### config.mk
export PLATFORM = sky130hd
export DESIGN_NAME = seq_ctrl_flat
export DESIGN_NICKNAME = d
export VERILOG_FILES = /design/src/rtl/rv_ctrl_pkg.sv /design/src/rtl/seq_ctrl_if.sv /design/src/rtl/opcode_class.sv /design/src/rtl/seq_ctrl.sv /design/src/flat_wrapper.sv
export SDC_FILE = /design/constraint.sdc
export NUM_CORES = 1
export LEC_CHECK = 0
export BUFFER_PORTS_ARGS = -buffer_cell sky130_fd_sc_hd__buf_2
export CORE_UTILIZATION = 55
export CTS_CLUSTER_DIAMETER = 50
export DETAILED_ROUTE_END_ITERATION = 10
export GPL_ROUTABILITY_DRIVEN = 1
export GPL_TIMING_DRIVEN = 0
export PLACE_DENSITY = 0.86
export SLEW_MARGIN = 30
export SYNTH_ARGS = -nofsm -noshare
export SYNTH_HDL_FRONTEND = slang
export SYNTH_SLANG_ARGS = --single-unit
### constraint.sdc
create_clock -name clk -period 4.4 [get_ports clk]
set_input_delay 0.88 -clock clk [delete_from_list [all_inputs] [get_ports clk]]
set_output_delay 0.88 -clock clk [all_outputs]
set_load 0.01 [all_outputs]
### src/rtl/rv_ctrl_pkg.sv
// Shared constants for the sequencing controller and the instruction decoder:
// RV64 major opcodes, controller FSM encoding and trap cause codes.
package rv_ctrl_pkg;

    localparam logic [6:0] OpcLoad    = 7'b0000011;
    localparam logic [6:0] OpcMiscMem = 7'b0001111;
    localparam logic [6:0] OpcOpImm   = 7'b0010011;
    localparam logic [6:0] OpcAuipc   = 7'b0010111;
    localparam logic [6:0] OpcOpImm32 = 7'b0011011;
    localparam logic [6:0] OpcStore   = 7'b0100011;
    localparam logic [6:0] OpcOp      = 7'b0110011;
    localparam logic [6:0] OpcLui     = 7'b0110111;
    localparam logic [6:0] OpcOp32    = 7'b0111011;
    localparam logic [6:0] OpcBranch  = 7'b1100011;
    localparam logic [6:0] OpcJalr    = 7'b1100111;
    localparam logic [6:0] OpcJal     = 7'b1101111;
    localparam logic [6:0] OpcSystem  = 7'b1110011;

    typedef enum logic [2:0] {
        StFetch  = 3'd0,
        StDecode = 3'd1,
        StExec   = 3'd2,
        StMem    = 3'd3,
        StWb     = 3'd4,
        StTrap   = 3'd5
    } ctrl_state_e;

    typedef enum logic [1:0] {
        CauseNone       = 2'd0,
        CauseIllegal    = 2'd1,
        CauseLsuTimeout = 2'd2
    } trap_cause_e;

endpackage

### src/rtl/seq_ctrl_if.sv
// Fetch and load/store handshake bundle between the sequencing controller
// (master) and the fetch unit / LSU (slave).
interface seq_ctrl_if;

    logic        ifu_req_valid;
    logic        ifu_rsp_valid;
    logic [31:0] inst_in;
    logic        lsu_req_valid;
    logic        lsu_req_ready;
    logic        lsu_store;
    logic        lsu_rsp_valid;

    modport master (
        output ifu_req_valid,
        input  ifu_rsp_valid,
        input  inst_in,
        output lsu_req_valid,
        input  lsu_req_ready,
        output lsu_store,
        input  lsu_rsp_valid
    );

    modport slave (
        input  ifu_req_valid,
        output ifu_rsp_valid,
        output inst_in,
        input  lsu_req_valid,
        output lsu_req_ready,
        input  lsu_store,
        output lsu_rsp_valid
    );

endinterface

### src/rtl/opcode_class.sv
// Opcode legality and class lookup: which major opcodes are implemented,
// which touch data memory, and which produce a register result.
module opcode_class
    import rv_ctrl_pkg::*;
(
    input  logic [6:0] opcode,
    output logic       legal,
    output logic       is_mem,
    output logic       is_store,
    output logic       writes_rd
);

    always_comb begin
        legal     = 1'b1;
        is_mem    = 1'b0;
        is_store  = 1'b0;
        writes_rd = 1'b1;
        unique case (opcode)
            OpcLoad: begin
                is_mem = 1'b1;
            end
            OpcStore: begin
                is_mem    = 1'b1;
                is_store  = 1'b1;
                writes_rd = 1'b0;
            end
            OpcMiscMem, OpcBranch, OpcSystem: begin
                writes_rd = 1'b0;
            end
            OpcOpImm, OpcAuipc, OpcOpImm32, OpcOp, OpcLui, OpcOp32, OpcJalr, OpcJal: begin
                writes_rd = 1'b1;
            end
            default: begin
                legal     = 1'b0;
                writes_rd = 1'b0;
            end
        endcase
    end

endmodule

### src/rtl/seq_ctrl.sv
// Multi-cycle instruction sequencer: fetch, decode, execute, optional memory
// access with timeout, write-back/retire, and a sticky terminal trap state.
module seq_ctrl
    import rv_ctrl_pkg::*;
#(
    parameter int unsigned XLEN        = 64,
    parameter int unsigned MEM_TIMEOUT = 16
) (
    input  logic            clk,
    input  logic            rst,
    seq_ctrl_if.master      bus,
    output logic [31:0]     inst_q,
    input  logic [6:0]      opcode,
    input  logic [4:0]      rd,
    output logic            rf_we,
    output logic            pc_we,
    output logic            retire,
    output logic [XLEN-1:0] instret,
    output logic            trap,
    output logic [1:0]      trap_cause
);

    localparam logic [7:0] MemLimit = 8'(MEM_TIMEOUT - 1);

    ctrl_state_e     state_q, state_d;
    trap_cause_e     cause_q, cause_d;
    logic [31:0]     inst_d;
    logic [XLEN-1:0] instret_q, instret_d;
    logic [7:0]      cnt_q, cnt_d;
    logic            acc_q, acc_d;
    logic            trap_q, trap_d;

    logic legal, is_mem, is_store, writes_rd;
    logic accept, rsp_ok;

    opcode_class u_opcode_class (
        .opcode    (opcode),
        .legal     (legal),
        .is_mem    (is_mem),
        .is_store  (is_store),
        .writes_rd (writes_rd)
    );

    // A response only counts once the request has been accepted (this cycle or earlier).
    assign accept = (state_q == StMem) && !acc_q && bus.lsu_req_ready;
    assign rsp_ok = (state_q == StMem) && (acc_q || bus.lsu_req_ready) && bus.lsu_rsp_valid;

    always_comb begin
        state_d   = state_q;
        cause_d   = cause_q;
        inst_d    = inst_q;
        instret_d = instret_q;
        cnt_d     = cnt_q;
        acc_d     = acc_q;
        trap_d    = trap_q;
        unique case (state_q)
            StFetch: begin
                if (bus.ifu_rsp_valid) begin
                    inst_d  = bus.inst_in;
                    state_d = StDecode;
                end
            end
            StDecode: begin
                if (legal) begin
                    state_d = StExec;
                end else begin
                    state_d = StTrap;
                    trap_d  = 1'b1;
                    cause_d = CauseIllegal;
                end
            end
            StExec: begin
                cnt_d   = 8'd0;
                acc_d   = 1'b0;
                state_d = is_mem ? StMem : StWb;
            end
            StMem: begin
                cnt_d = cnt_q + 8'd1;
                if (accept) begin
                    acc_d = 1'b1;
                end
                if (rsp_ok) begin
                    state_d = StWb;
                end else if (cnt_q == MemLimit) begin
                    state_d = StTrap;
                    trap_d  = 1'b1;
                    cause_d = CauseLsuTimeout;
                end
            end
            StWb: begin
                instret_d = instret_q + XLEN'(1);
                state_d   = StFetch;
            end
            StTrap: begin
                state_d = StTrap;
            end
            default: begin
                state_d = StFetch;
            end
        endcase
    end

    always_ff @(posedge clk or negedge rst) begin
        if (!rst) begin
            state_q   <= StFetch;
            cause_q   <= CauseNone;
            inst_q    <= 32'd0;
            instret_q <= '0;
            cnt_q     <= 8'd0;
            acc_q     <= 1'b0;
            trap_q    <= 1'b0;
        end else begin
            state_q   <= state_d;
            cause_q   <= cause_d;
            inst_q    <= inst_d;
            instret_q <= instret_d;
            cnt_q     <= cnt_d;
            acc_q     <= acc_d;
            trap_q    <= trap_d;
        end
    end

    // Reset state is FETCH, so the fetch request is gated by rst to stay quiet while held.
    always_comb begin
        bus.ifu_req_valid = rst && (state_q == StFetch);
        bus.lsu_req_valid = (state_q == StMem) && !acc_q;
        bus.lsu_store     = (state_q == StMem) && !acc_q && is_store;
        pc_we             = (state_q == StWb);
        retire            = (state_q == StWb);
        rf_we             = (state_q == StWb) && writes_rd && (rd != 5'd0);
    end

    assign instret    = instret_q;
    assign trap       = trap_q;
    assign trap_cause = cause_q;

endmodule

### src/flat_wrapper.sv
// flat-port wrapper written by rule: the top's interface ports become plain ports
module seq_ctrl_flat import rv_ctrl_pkg::*;
#(
    parameter int unsigned XLEN        = 64,
    parameter int unsigned MEM_TIMEOUT = 16
)
  (clk, rst, inst_q, opcode, rd, rf_we, pc_we, retire, instret, trap, trap_cause, bus_ifu_req_valid, bus_ifu_rsp_valid, bus_inst_in, bus_lsu_req_valid, bus_lsu_req_ready, bus_lsu_store, bus_lsu_rsp_valid);
  seq_ctrl_if bus_i ();
  input  logic clk;
  input  logic rst;
  output logic [31:0] inst_q;
  input  logic [6:0] opcode;
  input  logic [4:0] rd;
  output logic rf_we;
  output logic pc_we;
  output logic retire;
  output logic [XLEN-1:0] instret;
  output logic trap;
  output logic [1:0] trap_cause;
  output wire logic [$bits(bus_i.ifu_req_valid)-1:0] bus_ifu_req_valid;
  input wire logic [$bits(bus_i.ifu_rsp_valid)-1:0] bus_ifu_rsp_valid;
  input wire logic [$bits(bus_i.inst_in)-1:0] bus_inst_in;
  output wire logic [$bits(bus_i.lsu_req_valid)-1:0] bus_lsu_req_valid;
  input wire logic [$bits(bus_i.lsu_req_ready)-1:0] bus_lsu_req_ready;
  output wire logic [$bits(bus_i.lsu_store)-1:0] bus_lsu_store;
  input wire logic [$bits(bus_i.lsu_rsp_valid)-1:0] bus_lsu_rsp_valid;
  assign bus_ifu_req_valid = bus_i.ifu_req_valid;
  assign bus_i.ifu_rsp_valid = bus_ifu_rsp_valid;
  assign bus_i.inst_in = bus_inst_in;
  assign bus_lsu_req_valid = bus_i.lsu_req_valid;
  assign bus_i.lsu_req_ready = bus_lsu_req_ready;
  assign bus_lsu_store = bus_i.lsu_store;
  assign bus_i.lsu_rsp_valid = bus_lsu_rsp_valid;
  seq_ctrl #(.XLEN(XLEN), .MEM_TIMEOUT(MEM_TIMEOUT)) u_core (.clk(clk), .rst(rst), .bus(bus_i), .inst_q(inst_q), .opcode(opcode), .rd(rd), .rf_we(rf_we), .pc_we(pc_we), .retire(retire), .instret(instret), .trap(trap), .trap_cause(trap_cause));
endmodule
==> results.yml <==
synthesis:
  ys_types: 52
  ys.warnings.count: 0
  syn_area_um2: 5060
  synth_edf_count: 0
  ys_dominant_reg_cell: "dfrtp_1"
  ys_seq_elements: 111
  syn-num-nets: 484
  async_flop_share: 1.00
  syn_avg_cell_area_um2: 11.7
  ys_seq_area_frac: 0.549
  syn_inst: 433
critical_path:
  cp_data_arrival_time_ps: 2080
  crit_type: "in -> out"
  crit_family: "buffers and inverters"
  startpoint_type: "input pin"
  slowest_delay_ps: 360
  critPathRequiredTime_ps: 3520
  worst_setup_path_end_kind: "output port"
  crit_fanout: 65
  crit_path_top_delay_cell: "buf_6"
  cp_cell_sequence: "buf_6, buf_16, nor4b_1, buf_2"
  crit_buf_inv: 3
route:
  ant_nets: 0
  top_layer_used: "met4"
  dr.first_iter.drc_count: 104
  wl_met3_um: 480
  dr.pass1.iters: 9
  met2_length_mm: 5.52
  wl_met1_mm: 4.65
  vias_per_cell: 5.59
  dr_total_vias: 3977
  drc: 10
  routedWlPerCell_um: 15.3
  postRouteWirelength_mm: 10.8
outcome:
  outcome: "finished with violations"
  violations: "design-rule violations"
global_route:
  grt_pass1_vias: 3909
  grt_overflow: 0
  grt_usage: 0.232
  grt_pass1_wl_mm: 18.1
  grt_start_max_net_pins: 66
  antenna_found_initial: 0
timing:
  holdWs_ps: 441
  fin_setup_tns_ps: 0
  rsz0062_at_grt: "false"
  finalClockSkew_ps: 15.0
  tightest_slew_ps: 988
  fmax_mhz: 338
  finalHoldViolations: 0
  period_needed_ps: 2960
  finalSetupViolCount: 0
  drv_slew: 0
  relSlewSlack: 0.335
  fin_crit_sh: 0.673
placed_design:
  place.gp.congestion: 0.812
  portBuffers: 153
  dp_hpwl_mm: 8.24
clock_tree:
  cts_buffers: 9
  cts_sinks: 111
  root_buffer: "clkbuf_8"
  htreeDepth: 3
  cts_setup_buffers: 0
  cts_tree: "built"
  ctsResizeCount: 0
  clkTransAtPathRegs_ps: 100
  cts-hold-fix-buffers: 0
  clockBufferDepth: 2
  clock_latency_ps: 360
power:
  total_power_uw: 2760
  p_leak_uw: 0.00309
  ir_drop_mv: 0.331
  p_per_area_nw_per_um2: 445
layout:
  mostFrequentLayoutCells: "buf_2 (155), dfrtp_1 (111), xnor2_1 (46)"
  final_common_cell: "buf_2"
  drive_above_1_share: 0.368
  multi_input_area_um2: 2200
  antennaDiodeCount: 0
  ff_latch_area_um2: 2780
  nets: 649
  area_delta_synth_final_pct: 22.6
  n_fill_cell: 659
floorplanning:
  start_util: 0.575
  num_rows: 34
  ioPinCount: 154
  fp.dieH_um: 97.9
  die_x_um: 97.9
  core_um2: 8810
  fp.dieArea_um2: 9590
min_path:
  hold_path.class: "in -> async"
job:
  drv_cap: 0
==> worst reg2reg max path, cell delays in order, from the launching register on <==
cell and delay (ps):
dfrtp_1 380, buf_6 140, nand4bb_1 270, or2_1 360, nor4_4 600, nand4_1 200, xnor2_1 170
==> worst paths after layout <==
path                       cells past startpoint  slack, ps          startpoint                  to
max reg2reg                                    6       2170   u_core.state_q[1]  u_core.instret[43]
min                                            1        440                 rst    u_core.inst_q[4]
min reg2reg                                    1        490  u_core.instret[57]  u_core.instret[57]
max in group asynchronous                      2       3290                 rst  u_core.instret[28]
min in group clk                               1        490  u_core.instret[57]  u_core.instret[57]
max                                            4       1440                 rst   bus_ifu_req_valid
==> layer usage <==
| layer | up-vias | global-route usage |
|---|---|---|
| li1 | 1882 | - |
| met1 | 1958 | 0.296 |
| met2 | 119 | 0.400 |
| met3 | 18 | 0.0365 |
| met4 | 0 | 0.0909 |
| met5 | - | 0 |
==> through the flow <==
stage | instances | setup WS (ps) | cell area, um^2 | utilization
after floorplan | 433 | 1870 | 5060 | -
after global placement | 694 | 302 | 5960 | 0.677
after detailed placement | 695 | 1400 | 6000 | 0.681
after CTS | 711 | 1390 | 6200 | 0.704
after global routing | 711 | 1240 | 6200 | 0.704
final | 711 | 1440 | 6200 | 0.704
==> cell families after synthesis <==
family	share of synthesized area
AO/OA/AOI/OAI	0.0361
XOR/XNOR	0.109
adder cells (fa/ha/maj)	0.00494
buffers and inverters	0.0158
flip-flops	0.549
multiplexers	0.0794
AND/OR/NAND/NOR	0.206
==> sequential cells by signal (all words and copies together), names as in the netlist <==
signal,cells
u_core.acc_q,1
u_core.cnt_q,8
u_core.inst_q,32
u_core.instret,64
u_core.state_q,3
u_core.trap,1
u_core.trap_cause,2
==> cell type report <==
cell class	instances	share of cell area
flip-flops and latches	111	0.448
multi-input cells	306	0.355
repair buffers	154	0.129
clock buffers	11	0.0228
well taps	108	0.0218
clock inverters	5	0.0107
plain buffers	10	0.00928
inverters	6	0.00363
==> where the power goes <==
part           total [uW]  switching [uW]  internal (uW)
Clock                 631             345            286
Sequential           1360             139           1220
Combinational         773             385            389
==> synthesized netlist by cell type, types with 3 or more instances <==
| master | number | area, um^2 |
|---|---|---|
| or4_1 | 3 | 22.5 |
| and4_1 | 9 | 78.8 |
| and2_1 | 4 | 25.0 |
| inv_1 | 6 | 22.5 |
| clkbuf_1 | 3 | 11.3 |
| mux2i_1 | 3 | 30.0 |
| o21ai_0 | 10 | 50.1 |
| nand2_1 | 37 | 139 |
| xnor2_1 | 46 | 403 |
| nand3_1 | 26 | 130 |
| nand2b_1 | 3 | 18.8 |
| buf_2 | 3 | 15.0 |
| and3_1 | 5 | 31.3 |
| a21oi_1 | 6 | 30.0 |
| mux2_2 | 33 | 372 |
| dfrtp_1 | 111 | 2780 |
| nor4_1 | 5 | 31.3 |
| nand4_1 | 30 | 188 |
| nor3_1 | 10 | 50.1 |
| nor2_1 | 21 | 78.8 |
| xor2_1 | 17 | 149 |
(Power assumes the default switching activity.)
